--- src/rtl/seg7_scan_mux_if.sv ---
// Word-in handshake bundle for the seven-segment scan driver.
// Latency: n/a (wires only).
// Backpressure: in_ready low while the driver's pending buffer is occupied.
interface seg7_scan_mux_if;
  logic        in_valid;
  logic        in_ready;
  logic [15:0] in_bcd;
  logic [3:0]  in_dp;

  modport master (output in_valid, output in_bcd, output in_dp, input in_ready);
  modport slave  (input in_valid, input in_bcd, input in_dp, output in_ready);
endinterface

--- src/rtl/seg7_scan_mux.sv ---
// Four-digit multiplexed 7-segment driver: one-hot scan, blanking gap, 16-step PWM, tear-free word update.
// Latency: an accepted word is shown from the frame after the next frame boundary; all outputs registered.
// Backpressure: in_ready drops while a word waits in the pending buffer and rises the cycle after a frame boundary.
module seg7_scan_mux #(
  parameter int SCAN_DIV     = 2500,
  parameter int BLANK_CYCLES = 16
) (
  input  logic                  clk,
  input  logic                  reset,
  seg7_scan_mux_if.slave        in_if,
  input  logic                  blank_lz_i,
  input  logic [3:0]            brightness_i,
  output logic [6:0]            seg_out_o,
  output logic                  dp_out_o,
  output logic [3:0]            dig_sel_o,
  output logic                  frame_done_o,
  output logic                  err_bcd_o
);

  localparam int MAXC = (SCAN_DIV > BLANK_CYCLES) ? SCAN_DIV : BLANK_CYCLES;
  localparam int CW   = (MAXC > 1) ? $clog2(MAXC) : 1;
  localparam logic [CW-1:0] ON_LAST    = CW'(SCAN_DIV - 1);
  localparam logic [CW-1:0] BLANK_LAST = CW'(BLANK_CYCLES - 1);

  typedef enum logic {PH_BLANK, PH_ON} phase_e;

  phase_e          phase_q, phase_d;
  logic [1:0]      dig_q, dig_d;
  logic [CW-1:0]   cnt_q, cnt_d;
  logic [3:0]      pwm_q, pwm_d;
  logic            pend_full_q, pend_full_d;
  logic [15:0]     pend_bcd_q, pend_bcd_d;
  logic [3:0]      pend_dp_q, pend_dp_d;
  logic [15:0]     shad_bcd_q, shad_bcd_d;
  logic [3:0]      shad_dp_q, shad_dp_d;
  logic [6:0]      seg_q, seg_d;
  logic            dp_q, dp_d;
  logic [3:0]      dsel_q, dsel_d;
  logic            fd_q, fd_d;
  logic            err_q, err_d;
  logic            boundary, swap, take;
  logic [3:0]      nib_d;
  logic            en_d, lz_d;

  function automatic logic [6:0] enc7(input logic [3:0] n);
    case (n)
      4'd0:    enc7 = 7'h3F;
      4'd1:    enc7 = 7'h06;
      4'd2:    enc7 = 7'h5B;
      4'd3:    enc7 = 7'h4F;
      4'd4:    enc7 = 7'h66;
      4'd5:    enc7 = 7'h6D;
      4'd6:    enc7 = 7'h7D;
      4'd7:    enc7 = 7'h07;
      4'd8:    enc7 = 7'h7F;
      4'd9:    enc7 = 7'h6F;
      default: enc7 = 7'h40;
    endcase
  endfunction

  assign in_if.in_ready = ~pend_full_q;
  assign seg_out_o      = seg_q;
  assign dp_out_o       = dp_q;
  assign dig_sel_o      = dsel_q;
  assign frame_done_o   = fd_q;
  assign err_bcd_o      = err_q;

  // Scan sequencing and pending/shadow buffer next-state.
  always_comb begin
    phase_d = phase_q;
    dig_d   = dig_q;
    cnt_d   = cnt_q + 1'b1;
    pwm_d   = pwm_q + 4'd1;
    if (phase_q == PH_BLANK) begin
      if (cnt_q == BLANK_LAST) begin
        phase_d = PH_ON;
        cnt_d   = '0;
        pwm_d   = 4'd0;
      end
    end else begin
      if (cnt_q == ON_LAST) begin
        phase_d = PH_BLANK;
        cnt_d   = '0;
        dig_d   = dig_q + 2'd1;
      end
    end

    boundary    = (phase_q == PH_ON) && (dig_q == 2'd3) && (cnt_q == ON_LAST);
    swap        = boundary && pend_full_q;
    take        = in_if.in_valid && !pend_full_q;
    pend_full_d = take ? 1'b1 : (swap ? 1'b0 : pend_full_q);
    pend_bcd_d  = take ? in_if.in_bcd : pend_bcd_q;
    pend_dp_d   = take ? in_if.in_dp  : pend_dp_q;
    shad_bcd_d  = swap ? pend_bcd_q : shad_bcd_q;
    shad_dp_d   = swap ? pend_dp_q  : shad_dp_q;
  end

  // Output values for the upcoming cycle, so registered outputs line up with the scan state.
  always_comb begin
    nib_d = shad_bcd_d[{dig_d, 2'b00} +: 4];
    en_d  = (phase_d == PH_ON) && ((brightness_i == 4'd15) || (pwm_d <= brightness_i));
    case (dig_d)
      2'd3:    lz_d = blank_lz_i && (shad_bcd_d[15:12] == 4'd0);
      2'd2:    lz_d = blank_lz_i && (shad_bcd_d[15:8]  == 8'd0);
      2'd1:    lz_d = blank_lz_i && (shad_bcd_d[15:4]  == 12'd0);
      default: lz_d = 1'b0;
    endcase
    seg_d  = (en_d && !lz_d) ? enc7(nib_d) : 7'd0;
    dp_d   = en_d ? shad_dp_d[dig_d] : 1'b0;
    dsel_d = en_d ? (4'b0001 << dig_d) : 4'b0000;
    fd_d   = (phase_d == PH_ON) && (dig_d == 2'd3) && (cnt_d == ON_LAST);
    err_d  = err_q || (en_d && (nib_d > 4'd9));
  end

  // State and output registers; reset aborts any frame in progress.
  always_ff @(posedge clk) begin
    if (reset) begin
      phase_q     <= PH_BLANK;
      dig_q       <= 2'd0;
      cnt_q       <= '0;
      pwm_q       <= 4'd0;
      pend_full_q <= 1'b0;
      pend_bcd_q  <= 16'd0;
      pend_dp_q   <= 4'd0;
      shad_bcd_q  <= 16'd0;
      shad_dp_q   <= 4'd0;
      seg_q       <= 7'd0;
      dp_q        <= 1'b0;
      dsel_q      <= 4'd0;
      fd_q        <= 1'b0;
      err_q       <= 1'b0;
    end else begin
      phase_q     <= phase_d;
      dig_q       <= dig_d;
      cnt_q       <= cnt_d;
      pwm_q       <= pwm_d;
      pend_full_q <= pend_full_d;
      pend_bcd_q  <= pend_bcd_d;
      pend_dp_q   <= pend_dp_d;
      shad_bcd_q  <= shad_bcd_d;
      shad_dp_q   <= shad_dp_d;
      seg_q       <= seg_d;
      dp_q        <= dp_d;
      dsel_q      <= dsel_d;
      fd_q        <= fd_d;
      err_q       <= err_d;
    end
  end

endmodule

--- src/flat_wrapper.sv ---
// flat-port wrapper written by rule: the top's interface ports become plain ports
module seg7_scan_mux_flat 
#(
  parameter int SCAN_DIV     = 2500,
  parameter int BLANK_CYCLES = 16
)
  (clk, reset, blank_lz_i, brightness_i, seg_out_o, dp_out_o, dig_sel_o, frame_done_o, err_bcd_o, in_if_in_valid, in_if_in_bcd, in_if_in_dp, in_if_in_ready);
  seg7_scan_mux_if in_if_i ();
  input  logic clk;
  input  logic reset;
  input  logic blank_lz_i;
  input  logic [3:0] brightness_i;
  output logic [6:0] seg_out_o;
  output logic dp_out_o;
  output logic [3:0] dig_sel_o;
  output logic frame_done_o;
  output logic err_bcd_o;
  input wire logic [$bits(in_if_i.in_valid)-1:0] in_if_in_valid;
  input wire logic [$bits(in_if_i.in_bcd)-1:0] in_if_in_bcd;
  input wire logic [$bits(in_if_i.in_dp)-1:0] in_if_in_dp;
  output wire logic [$bits(in_if_i.in_ready)-1:0] in_if_in_ready;
  assign in_if_i.in_valid = in_if_in_valid;
  assign in_if_i.in_bcd = in_if_in_bcd;
  assign in_if_i.in_dp = in_if_in_dp;
  assign in_if_in_ready = in_if_i.in_ready;
  seg7_scan_mux #(.SCAN_DIV(SCAN_DIV), .BLANK_CYCLES(BLANK_CYCLES)) u_core (.clk(clk), .reset(reset), .in_if(in_if_i), .blank_lz_i(blank_lz_i), .brightness_i(brightness_i), .seg_out_o(seg_out_o), .dp_out_o(dp_out_o), .dig_sel_o(dig_sel_o), .frame_done_o(frame_done_o), .err_bcd_o(err_bcd_o));
endmodule
--- config.mk ---
export PLATFORM = sky130hd
export DESIGN_NAME = seg7_scan_mux_flat
export DESIGN_NICKNAME = d
export VERILOG_FILES = /design/src/rtl/seg7_scan_mux_if.sv /design/src/rtl/seg7_scan_mux.sv /design/src/flat_wrapper.sv
export SDC_FILE = /design/constraint.sdc
export NUM_CORES = 1
export LEC_CHECK = 0
export BUFFER_PORTS_ARGS = -buffer_cell sky130_fd_sc_hd__buf_2
export CAP_MARGIN = 20
export CORE_AREA = 4 4 111 113
export DETAILED_ROUTE_END_ITERATION = 16
export DIE_AREA = 0 0 115 117
export GPL_TIMING_DRIVEN = 0
export REMOVE_ABC_BUFFERS = 1
export SLEW_MARGIN = 20
export SYNTH_ARGS = -nofsm -noshare
export SYNTH_HDL_FRONTEND = slang
export SYNTH_SLANG_ARGS = --single-unit
--- constraint.sdc ---
create_clock -name clk -period 3.54 [get_ports clk]
set_input_delay 0.177 -clock clk [delete_from_list [all_inputs] [get_ports clk]]
set_output_delay 0.177 -clock clk [all_outputs]
set_load 0.05 [all_outputs]
# After elaboration in Yosys (flattened, before gate mapping)
# Memories as Yosys holds them, arrays and structs flattened. A register that Yosys moved wholly into a read port is not among the register bits.
# Cells that the tools add are included.
# classes
n_addsub	3
multipliers	0
n_div	0
n_lt_le_gt_ge	3
n_eq_ne	8
n_shift	2
mux	17
bitwise	3
reduce_logical	22
# ops
op	count
12-bit 2-to-1 mux	3
12-bit == test (second input constant)	2
16-bit 2-to-1 mux	1
16-bit by 5-bit variable part select with 4-bit output	1
12-bit by 1-bit adder with 12-bit output (second input constant)	1
12-bit by 4-bit == test with 1-bit output (second input constant)	1
1-bit logical AND	12
12-bit logical NOT	1
4-bit 2-to-1 mux	3
8-bit logical NOT	1
2-bit == test (second input constant)	3
1-bit 2-to-1 mux	6
4-bit by 1-bit adder with 4-bit output (second input constant)	1
4-bit == test (second input constant)	1
4-bit > comparator (second input constant)	1
4-bit <= comparator	1
4-bit logical NOT	1
2-bit 2-to-1 mux	2
2-bit OR reduction	2
1-bit by 2-bit left shift with 4-bit output (first input constant)	1
2-bit by 3-bit < comparator with 1-bit output (second input constant)	1
1-bit NOT	3
1-bit one-hot mux with 3 select lines	1
2-bit by 1-bit adder with 2-bit output (second input constant)	1
5 further kinds	7
# totals
regBits	67
latchBits	0
mem_bits_rw	0
romBits	112
inputBits	28
output_inout_bits	15
word_cells	72
n_memories	1
# memory_table
name	words	word_bits	read_ports	rd_clocked_by_memory_dff	wr	line	text
(name not given)	16	7	1	1	0	seg7_scan_mux.sv:46	case (n)

# Longest topological paths before layout
# Gate-level depths: netlist of run 1.
# depth
depth_word	12
mapped_depth	13

# Least setup slack after synthesis of run 1
# OpenSTA, ideal clock, no wires.
# synth_path
kind	reg2reg
startpoint	register u_core.cnt_q[4]
endpoint	register u_core.seg_q[6] (netlist: u_core.seg_out_o[6])
arrival_ns	3.141
t_required_ns	3.469
setup_slack_ns	0.329
stages_incl_launch_ff	13
n_path_buf	2
period_less_slack_ns	3.211
cell_sequence	dfxtp_1 -> buf_2 -> or3_4 -> nor4_4 -> buf_6 -> mux2_2 -> inv_1 -> a21oi_1 -> a22oi_1 -> inv_1 -> ha_1 -> mux2_4 -> a21oi_1
# synth_lines
item	line	text
start, declared	seg7_scan_mux.sv:29	logic [CW-1:0] cnt_q, cnt_d;
start signal, assigned	seg7_scan_mux.sv:135	cnt_q <= cnt_d;
12-bit == test *	seg7_scan_mux.sv:81	if (cnt_q == ON_LAST) begin
2-bit 2-to-1 mux *	seg7_scan_mux.sv:81	
2-bit 2-to-1 mux *	seg7_scan_mux.sv:74	if (phase_q == PH_BLANK) begin
net u_core.dig_d[1]	seg7_scan_mux.sv:28	logic [1:0] dig_q, dig_d;
2-bit by 1-bit == test with 1-bit output / 2-bit == test (equally long branches)	seg7_scan_mux.sv:102	case (dig_d)
1-bit one-hot mux with 3 select lines	seg7_scan_mux.sv:102	
1-bit logical NOT	seg7_scan_mux.sv:108	seg_d = (en_d && !lz_d) ? enc7(nib_d) : 7'd0;
1-bit logical AND	seg7_scan_mux.sv:108	
1-bit NOT (no line)	-	
2-bit OR reduction (no line)	-	
end, declared	seg7_scan_mux.sv:36	logic [6:0] seg_q, seg_d;
# Mark *: on every way through the listed nets, which the timed path passes. The rest lies on a longest branch.
# A chain may end at the register's enable or synchronous reset.

# Worst setup path after layout of run 1
# layout_path
startpoint	register u_core.cnt_q[0]
endpoint	register u_core.seg_q[4] (netlist: u_core.seg_out_o[4])
# layout_between
elab_chain_cells	11
# layout_lines
item	line	text
12-bit == test	seg7_scan_mux.sv:81, seg7_scan_mux.sv:88	
1-bit logical AND	seg7_scan_mux.sv:88	boundary = (phase_q == PH_ON) && (dig_q == 2'd3) && (cnt_q == ON_LAST);
1-bit logical AND	seg7_scan_mux.sv:89	swap = boundary && pend_full_q;
16-bit 2-to-1 mux	seg7_scan_mux.sv:94	shad_bcd_d = swap ? pend_bcd_q : shad_bcd_q;
12-bit logical NOT, or another cell as far along	seg7_scan_mux.sv:105	2'd1: lz_d = blank_lz_i && (shad_bcd_d[15:4] == 12'd0);
1-bit logical AND, on equally long branches	seg7_scan_mux.sv:105, seg7_scan_mux.sv:103, seg7_scan_mux.sv:104	
1-bit one-hot mux with 3 select lines	seg7_scan_mux.sv:102	
1-bit logical NOT	seg7_scan_mux.sv:108	
1-bit logical AND	seg7_scan_mux.sv:108	
1-bit NOT (no line)	-	
2-bit OR reduction (no line)	-	
# Several ways; a longest one is shown, not always the timed one.

==> qor.txt, run 1 <==
status: completed
sequential area share after synthesis: 37.8%
Pwr per Cell Area: 420 mW/mm^2
Die W: 115 um
CP arrival: 3.54 ns
Synth async-reset ratio: 0%
H-tree depth: 3
diode count: 0
WL final: 9.18 mm
ANT nets after route: 0
Final Hold Fails: 0
Boundary Pins: 43
worst skew pair latency: 0.33 ns
Pins Over Slew Limit: 0
Leak Pwr: 1.84 nW
Placer Congestion: 0.859
CTS clk-pin slew, worst paths: 0.06 ns
RR Startpoint: u_core.cnt_q[0]$_SDFF_PP0_
CP startpoint: u_core.cnt_q[0]$_SDFF_PP0_
vias in the first global route: 3241
fillers: 1160
GRT overflow: 0
vias per cell: 5.17
row cnt: 39
Post-DP Area: 0.00420 mm^2
crit-path cells: ha_2 > nand4bb_1 > nor4_4 > buf_4 > mux2_2 > a2111oi_1 > mux2i_2 > buf_4 > buf_4 > ha_1 > nand3b_1 > a31oi_1
DP Cell Count: 636
Post-Layout Inst Area: 0.00463 mm^2
CP startpoint kind: flip-flop
Final period util: 94.6%
most frequent cells in the layout: nand2_1, dfxtp_1, a21oi_1, nor2_1, buf_2
largest net degree at the start of global routing: 52
CTS tree: built
commonest non-fill, non-tap cell in the layout: nand2_1
CTS root buffer: clkbuf_16
Core Area: 0.0113 mm^2
number of synthesized flops with an enable pin: 0
kind of critical path: reg2reg
crit path max fanout: 11
Area Overhead vs Synth: 18.0%
crit-path max cell delay: 0.45 ns
Setup Skew: 0.00482 ns
TNS Setup: 0 ns
detailed-route DRC error count: 0
Worst Tran Pin Value: 0.952 ns
Min-Delay Path Class: in2reg
Avg Synthesized Cell Area: 8.21 um^2
Hold Crit Start: in_if_in_dp[0]
ratio of cells with drive above 1 in the final layout: 19.0%
Worst path most repeated cell: buf_4
fin crit period: 3.35 ns
Iter 0 DRT Violations: 229
Final nets: 557
die area: 0.0135 mm^2
Clock Path Buffers: 2
buffers and inverters on the worst path: 3
Buffers on Ports: 42
antenna violations before repair: 0
clk sinks: 74
flops & latches, synth: 74
drt wl/cell: 13.9 um
cts hold-fix bufs: 0
Post-Syn Instances: 478
synthesized cell area: 0.00392 mm^2
Max-Cap Viols: 0
fmax: 298 MHz
Setup violations, final: 0
ys flop type: dfxtp_1
total number of vias: 3409
CP Data Required Time: 3.73 ns
RSZ-0062 raised after global routing: false
total CTS buffers: 9
Critical Path Sink Type: flip-flop
non-filler cells, final: 659
gr usage total: 14.2%
Worst slew margin: 36.5%
Syn. warnings: 0
first-pass GRT wire length: 15.4 mm
DP Wirelength: 6.32 mm
CP max stage cell: a2111oi_1
number of distinct library cells after synthesis: 60
Peak VDD IR: 0.258 mV
Die H: 117 um
CP top delay family: multiplexers
DRT Pass-1 Iters: 4
Initial Utilization: 34.6%
[tightest hold or removal path: cells and delay by family]
family,cells,cell delay [ns]
AO/OA/AOI/OAI,1,0.05
buffers and inverters,1,0.10
AND/OR/NAND/NOR,1,0.04
[path summary, 6_finish.rpt]
| kind | to | slack (ns) | depth (start not counted) |
|---|---|---|---|
| worst max-delay path | u_core.seg_out_o[4]$_SDFF_PP0_ | 0.19 | 12 |
| worst min-delay path | u_core.pend_dp_q[0]$_SDFFE_PP0P_ | 0.08 | 3 |
| worst max register to register | u_core.seg_out_o[4]$_SDFF_PP0_ | 0.19 | 12 |
| worst min register to register | u_core.pend_dp_q[1]$_SDFFE_PP0P_ | 0.46 | 2 |
[cell usage after synthesis (2+ instances only)]
cell,number,area [um^2]
xnor2_1,8,70.1
buf_2,4,20.0
a21oi_1,48,240
o21ai_1,3,15.0
a2111oi_0,3,26.3
mux2i_1,18,180
and4_1,2,17.5
nor3_1,14,70.1
nand2b_1,2,12.5
and2_1,2,12.5
a31oi_1,2,12.5
nand3_1,16,80.1
inv_1,16,60.1
nand4_1,4,25.0
dfxtp_1,74,1480
nor3b_1,6,45.0
nand3b_1,5,37.5
o21ai_0,4,20.0
ha_1,18,225
nor2_1,47,176
xor2_1,6,52.6
mux2_2,12,135
buf_1,2,7.51
a22oi_1,2,15.0
nand2_1,92,345
o21a_1,3,22.5
mux4_1,2,52.6
nor2b_1,4,25.0
nor4b_1,2,17.5
nor4_1,5,31.3
o32ai_1,3,26.3
clkbuf_1,18,67.6
or4_1,2,15.0
o211ai_1,2,15.0
o22ai_1,2,12.5
[per-stage QoR]
step / hold WS, ns / setup slack (ns) / util [%] / total power [mW]
after floorplan: 0.246 / 0.201 / - / 0.945
after global placement: 0.419 / -0.343 / 37.0 / 0.988
after detailed placement: 0.426 / -0.437 / 37.1 / 0.993
after CTS: 0.0722 / 0.0492 / 40.5 / 1.97
after global routing: 0.0788 / 0.00183 / 40.9 / 2.03
final: 0.0818 / 0.190 / 40.9 / 1.94
[metal layers]
metal | GRT usage (%) | up-vias | share of wire [%]
met2 | 22.8 | 81 | 45
met1 | 18.4 | 1593 | 47
met3 | 3.19 | 16 | 5.5
li1 | - | 1719 | -
met5 | 0 | - | 0
met4 | 5.87 | 0 | 2.0
[flip-flops by register name, summed over array words and instances, names as in the netlist]
name and flops:
u_core.dig_q 2, u_core.pend_dp_q 4, u_core.shad_bcd_q 16, u_core.dig_sel_o 4, u_core.pend_full_q 1, u_core.shad_dp_q 4, u_core.seg_out_o 7, u_core.cnt_q 12
u_core.phase_q 1, u_core.frame_done_o 1, u_core.pend_bcd_q 16, u_core.dp_out_o 1, u_core.err_bcd_o 1, u_core.pwm_q 4
[repair_timing]
action / CTS / global route
setup buffers: 5 / 2
endpoints found under the hold margin: 0 / 0
gates resized for setup: 6 / 7
setup endpoints to repair: 8 / 10
pin swaps: 1 / 1
[kinds of logic (layout without fill, tap and decap cells)]
group           count (synthesis)  count (layout)  synth area share [%]
compound gates                 78              78                  11.9
mux                            34              34                  10.1
simple gates                  216             216                  26.7
buf+inv                        44              82                  4.66
flops                          74              74                  37.8
xor+xnor                       14              14                  3.13
fa+ha+maj                      18              18                  5.74
[power by group]
part           leakage, nW  total (mW)  internal [mW]  switching, mW
Clock                0.153       0.967          0.619          0.347
Sequential           0.601       0.873          0.853         0.0205
Combinational         1.08       0.102         0.0429         0.0589
[layout make-up]
| class | instances | area [um^2] | share of cell area [%] |
|---|---|---|---|
| Clock inverter | 6 | 90.1 | 1.95 |
| Timing Repair Buffer | 49 | 263 | 5.68 |
| Tap cell | 143 | 179 | 3.87 |
| Sequential cell | 74 | 1480 | 32.0 |
| Multi-Input combinational cell | 360 | 2320 | 50.1 |
| Clock buffer | 10 | 229 | 4.95 |
| Inverter | 17 | 63.8 | 1.38 |
Note: power is estimated with default switching activity, not from simulation.
==> run 2: changes to the inputs <==
Settings changed: SETUP_SLACK_MARGIN set to 0.5.
==> qor.txt, run 2 (synthesized netlist as in run 1, its figures left out) <==
status: completed
Worst Tran Pin Value: 0.960 ns
Setup violations, final: 0
drt wl/cell: 14.6 um
detailed-route DRC error count: 0
Boundary Pins: 43
CP arrival: 3.25 ns
CP max stage cell: or3_4
CP top delay family: multiplexers
crit path max fanout: 7
Final period util: 84.3%
die area: 0.0135 mm^2
fin crit period: 2.98 ns
Core Area: 0.0113 mm^2
kind of critical path: reg2reg
WL final: 9.76 mm
CTS tree: built
worst skew pair latency: 0.34 ns
Leak Pwr: 1.93 nW
Pwr per Cell Area: 398 mW/mm^2
TNS Setup: 0 ns
buffers and inverters on the worst path: 4
Die W: 115 um
Pins Over Slew Limit: 0
DP Wirelength: 6.32 mm
total number of vias: 3484
H-tree depth: 3
Post-DP Area: 0.00420 mm^2
Min-Delay Path Class: in2reg
Critical Path Sink Type: flip-flop
first-pass GRT wire length: 15.5 mm
Peak VDD IR: 0.262 mV
CP startpoint kind: flip-flop
diode count: 0
Setup Slack @ Placement: -0.437 ns
cts hold-fix bufs: 0
Iter 0 DRT Violations: 323
Initial Utilization: 34.6%
Post-Layout Inst Area: 0.00492 mm^2
fmax: 335 MHz
Max-Cap Viols: 0
Worst slew margin: 36.0%
total CTS buffers: 9
ANT nets after route: 0
Final Hold Fails: 0
DRT Pass-1 Iters: 4
Setup Skew: 0.00584 ns
CTS root buffer: clkbuf_16
crit-path cells: or3_4 > nor4_4 > buf_4 > buf_6 > mux2_4 > a2111oi_4 > mux2i_4 > buf_6 > buf_4 > mux2_4 > a21oi_2
commonest non-fill, non-tap cell in the layout: nand2_1
GRT overflow: 0
Buffers on Ports: 42
Final nets: 569
gr usage total: 14.3%
most frequent cells in the layout: nand2_1, dfxtp_1, nor2_1, a21oi_1, buf_2
Die H: 117 um
largest net degree at the start of global routing: 52
RSZ-0062 raised after global routing: true
row cnt: 39
fillers: 1118
CTS clk-pin slew, worst paths: 0.06 ns
Placer Congestion: 0.859
vias in the first global route: 3287
Largest regs: u_core.pend_bcd_q x16, u_core.shad_bcd_q x16, u_core.cnt_q x12
Area Overhead vs Synth: 25.4%
vias per cell: 5.19
clk sinks: 74
crit-path max cell delay: 0.40 ns
ratio of cells with drive above 1 in the final layout: 24.1%
Final Power: 1.96 mW
antenna violations before repair: 0
Clock Path Buffers: 2
PnR worst setup slack: 0.557 ns
CP Data Required Time: 3.81 ns
run 2: final timing paths:
check / cells past startpoint / slack, ns / from / to
worst max-delay path: 11 / 0.56 / u_core.cnt_q[3]$_SDFF_PP0_ / u_core.seg_out_o[6]$_SDFF_PP0_
worst min-delay path: 3 / 0.08 / in_if_in_dp[0] / u_core.pend_dp_q[0]$_SDFFE_PP0P_
worst max register to register: 11 / 0.56 / u_core.cnt_q[3]$_SDFF_PP0_ / u_core.seg_out_o[6]$_SDFF_PP0_
worst min register to register: 2 / 0.45 / u_core.pend_dp_q[1]$_SDFFE_PP0P_ / u_core.pend_dp_q[1]$_SDFFE_PP0P_
run 2: stage by stage:
stage	hold slack [ns]	instances	util (%)
5_1_grt	0.0788	671	43.4
3_5_place_dp	0.426	636	37.1
6_report	0.0781	671	43.4
4_1_cts	0.0722	660	41.3
2_1_floorplan	0.246	451	-
3_3_place_gp	0.419	636	37.0
run 2: worst register-to-register path: stages, from the launching register on:
cell and delay (ns):
dfxtp_4 0.36, or3_4 0.40, nor4_4 0.26, buf_4 0.19
buf_6 0.14, mux2_4 0.33, a2111oi_4 0.38, mux2i_4 0.19
buf_6 0.16, buf_4 0.14, mux2_4 0.26, a21oi_2 0.12
run 2: layer usage:
layer  vias to the layer above  global-route usage (%)  part of all wire (%)
li1                       1742                       -                     -
met1                      1625                    18.3                    45
met2                        94                    23.3                    47
met3                        23                    3.34                   5.4
met4                         0                    5.95                   2.4
met5                         -                       0                     0
run 2: what timing repair did:
item | in CTS | in global routing
hold endpoints to repair | 0 | 0
setup buffers | 8 | 10
endpoints found under the setup margin | 14 | 13
resized for setup | 25 | 34
gates cloned | 0 | 1
pin swaps | 2 | 7
run 2: final cells by class:
type	instances	area [um^2]	area share, %
clock buffer	10	229	4.66
clock inverter	6	90.1	1.83
inverter	17	67.6	1.37
multi-input combinational	360	2490	50.7
sequential	74	1500	30.5
tap	143	179	3.64
timing repair buffer	61	358	7.28
run 2: power by group:
part | switching, mW | leakage (nW) | internal, mW
clock | 0.353 | 0.153 | 0.619
sequential | 0.0215 | 0.605 | 0.851
combinational | 0.0635 | 1.17 | 0.0500
==> run 3: changes to the inputs <==
Clock period 3.54 ns to 2.5 ns, I/O delays scaled along.
==> qor.txt, run 3 (synthesized netlist as in run 1, its figures left out) <==
capturing point of the worst reg2reg path: u_core.seg_out_o[3]$_SDFF_PP0_
antenna violations before repair: 0
GR Util met2: 26.0%
ratio of cells with drive above 1 in the final layout: 31.1%
Worst slew margin: 35.2%
die area: 0.0135 mm^2
gr busiest metal: met2
kind of critical path: reg2reg
Leak Pwr: 2.02 nW
failing checks: setup timing
cts hold-fix bufs: 0
CTS clk-pin slew, worst paths: 0.06 ns
Post-Layout Inst Area: 0.00521 mm^2
commonest non-fill, non-tap cell in the layout: nand2_1
Critical Path Sink Type: flip-flop
switching part of the total: 22.7%
P_int: 2.16 mW
total CTS buffers: 9
Post-DP Area: 0.00420 mm^2
CP arrival: 3.14 ns
Initial Utilization: 34.6%
Pins Over Slew Limit: 0
largest net degree at the start of global routing: 52
CTS root buffer: clkbuf_16
Core Area: 0.0113 mm^2
Hold Crit Start: in_if_in_dp[0]
DP Wirelength: 6.32 mm
Iter 0 DRT Violations: 389
fin crit period: 2.89 ns
clk sinks: 74
Min-Delay Path Class: in2reg
RSZ-0062 raised after global routing: true
status: complete, but fails checks
fmax: 346 MHz
ANT nets after route: 0
Psw: 0.636 mW
Clock Path Buffers: 2
Core Util, Final: 46.1%
vias per cell: 5.29
Die W: 115 um
GRT overflow: 0
row cnt: 39
Comb pwr share: 6.5%
Peak VDD IR: 0.373 mV
Clk pwr share: 49.5%
reg2reg path depth: 11
DRT Pass-1 Iters: 5
Largest regs: u_core.pend_bcd_q x16, u_core.shad_bcd_q x16, u_core.cnt_q x12
PnR worst setup slack: -0.392 ns
WL final: 10.7 mm
Area Overhead vs Synth: 32.9%
r2r setup slk: -0.39 ns
Pwr per Cell Area: 537 mW/mm^2
Worst Hold Path Cells: 3
crit-path max cell delay: 0.38 ns
Final Power: 2.80 mW
Max-Cap Viols: 0
vias in the first global route: 3513
H-tree depth: 3
CP Data Required Time: 2.75 ns
crit-path cells: ha_4 > nand4bb_4 > nor4_4 > buf_4 > buf_6 > mux2_4 > a2111oi_4 > mux2i_4 > buf_4 > ha_4 > o32ai_2
total number of vias: 3643
CTS tree: built
Final Hold Fails: 0
Buffers on Ports: 42
RR Startpoint: u_core.cnt_q[1]$_SDFF_PP0_
diode count: 0
Die H: 117 um
Final period util: 116%
Worst Tran Pin Value: 0.971 ns
CP max stage cell: a2111oi_4
WHS Endpoint: u_core.pend_dp_q[0]$_SDFFE_PP0P_
M3 GR Usage: 3.44%
gr usage total: 15.6%
Setup violations, final: 9
Setup Skew: 0.00598 ns
met1 Use GR: 19.7%
worst skew pair latency: 0.33 ns
detailed-route DRC error count: 0
crit path max fanout: 6
drt wl/cell: 15.6 um
first-pass GRT wire length: 16.8 mm
Reg power frac: 44.1%
Placer Congestion: 0.859
Boundary Pins: 43
CP startpoint kind: flip-flop
fillers: 1080
Final nets: 587
most frequent cells in the layout: nand2_1, dfxtp_1, a21oi_1, nor2_1, buf_2
-- run 3: cell count changes in the layout (fill, tap and decap cells not counted), moves of 3 or more --
cell,change
ha_1,-3
buf_4,+13
nor3_2,+4
buf_6,+3
ha_4,+3
nor3_1,-4
dfxtp_1,-7
dfxtp_2,+5
-- run 3: what timing repair did --
item	in CTS	in global routing
pin swaps	26	6
resized for setup	79	18
endpoints found under the setup margin	51	31
gates cloned	2	2
setup buffers	24	9
-- run 3: final cells by class --
class | instances | area, um^2 | share of cell area (%)
Tap cell | 143 | 179 | 3.43
Clock inverter | 6 | 90.1 | 1.73
Sequential cell | 74 | 1510 | 29.0
Clock buffer | 10 | 229 | 4.39
Timing Repair Buffer | 76 | 484 | 9.29
Inverter | 17 | 66.3 | 1.27
Multi-Input combinational cell | 363 | 2650 | 50.9
-- run 3: worst max-delay path by stage --
stage / start / endpoint / slack [ns]
4_1_cts: u_core.cnt_q[3]$_SDFF_PP0_ / u_core.err_bcd_o$_SDFF_PP0_ / -0.30
3_3_place_gp: u_core.cnt_q[0]$_SDFF_PP0_ / u_core.seg_out_o[3]$_SDFF_PP0_ / -1.38
5_1_grt: u_core.cnt_q[1]$_SDFF_PP0_ / u_core.seg_out_o[2]$_SDFF_PP0_ / -0.51
3_5_place_dp: u_core.cnt_q[0]$_SDFF_PP0_ / u_core.seg_out_o[3]$_SDFF_PP0_ / -1.48
6_report: u_core.cnt_q[1]$_SDFF_PP0_ / u_core.seg_out_o[3]$_SDFF_PP0_ / -0.39
2_1_floorplan: u_core.cnt_q[2]$_SDFF_PP0_ / u_core.seg_out_o[6]$_SDFF_PP0_ / -0.84
-- run 3: layer usage --
metal	vias up	part of all wire (%)
li1	1791	-
met1	1721	45
met2	110	48
met3	21	5.8
met4	0	1.9
met5	-	0
-- run 3: worst max-delay path, delay by kind of cell, from the launching register on --
kind                       cells  cell delay [ns]
AOI/OAI and AO/OA              2             0.63
adders and majority gates      2             0.41
DFF                            1             0.36
muxes                          2             0.50
and+or+nand+nor                2             0.40
buffers and inverters          3             0.51
-- run 3: metrics by stage --
step,setup slack (ns),cells,TNS (ns),hold slack [ns]
after floorplan,-0.839,451,-6.84,0.194
after global placement,-1.38,636,-16.83,0.367
after detailed placement,-1.48,636,-17.78,0.374
after CTS,-0.301,678,-2.01,0.0202
after global routing,-0.507,689,-4.59,0.0268
final,-0.392,689,-3.02,0.0263
-- run 3: power groups by stage --
stage	Clock [mW]	Combinational, mW	Sequential, mW
after CTS	1.40	0.179	1.23
final	1.38	0.181	1.23
after floorplan	0	0.0856	1.25
after global routing	1.46	0.203	1.24
after global placement	0	0.139	1.26
after detailed placement	0	0.145	1.26
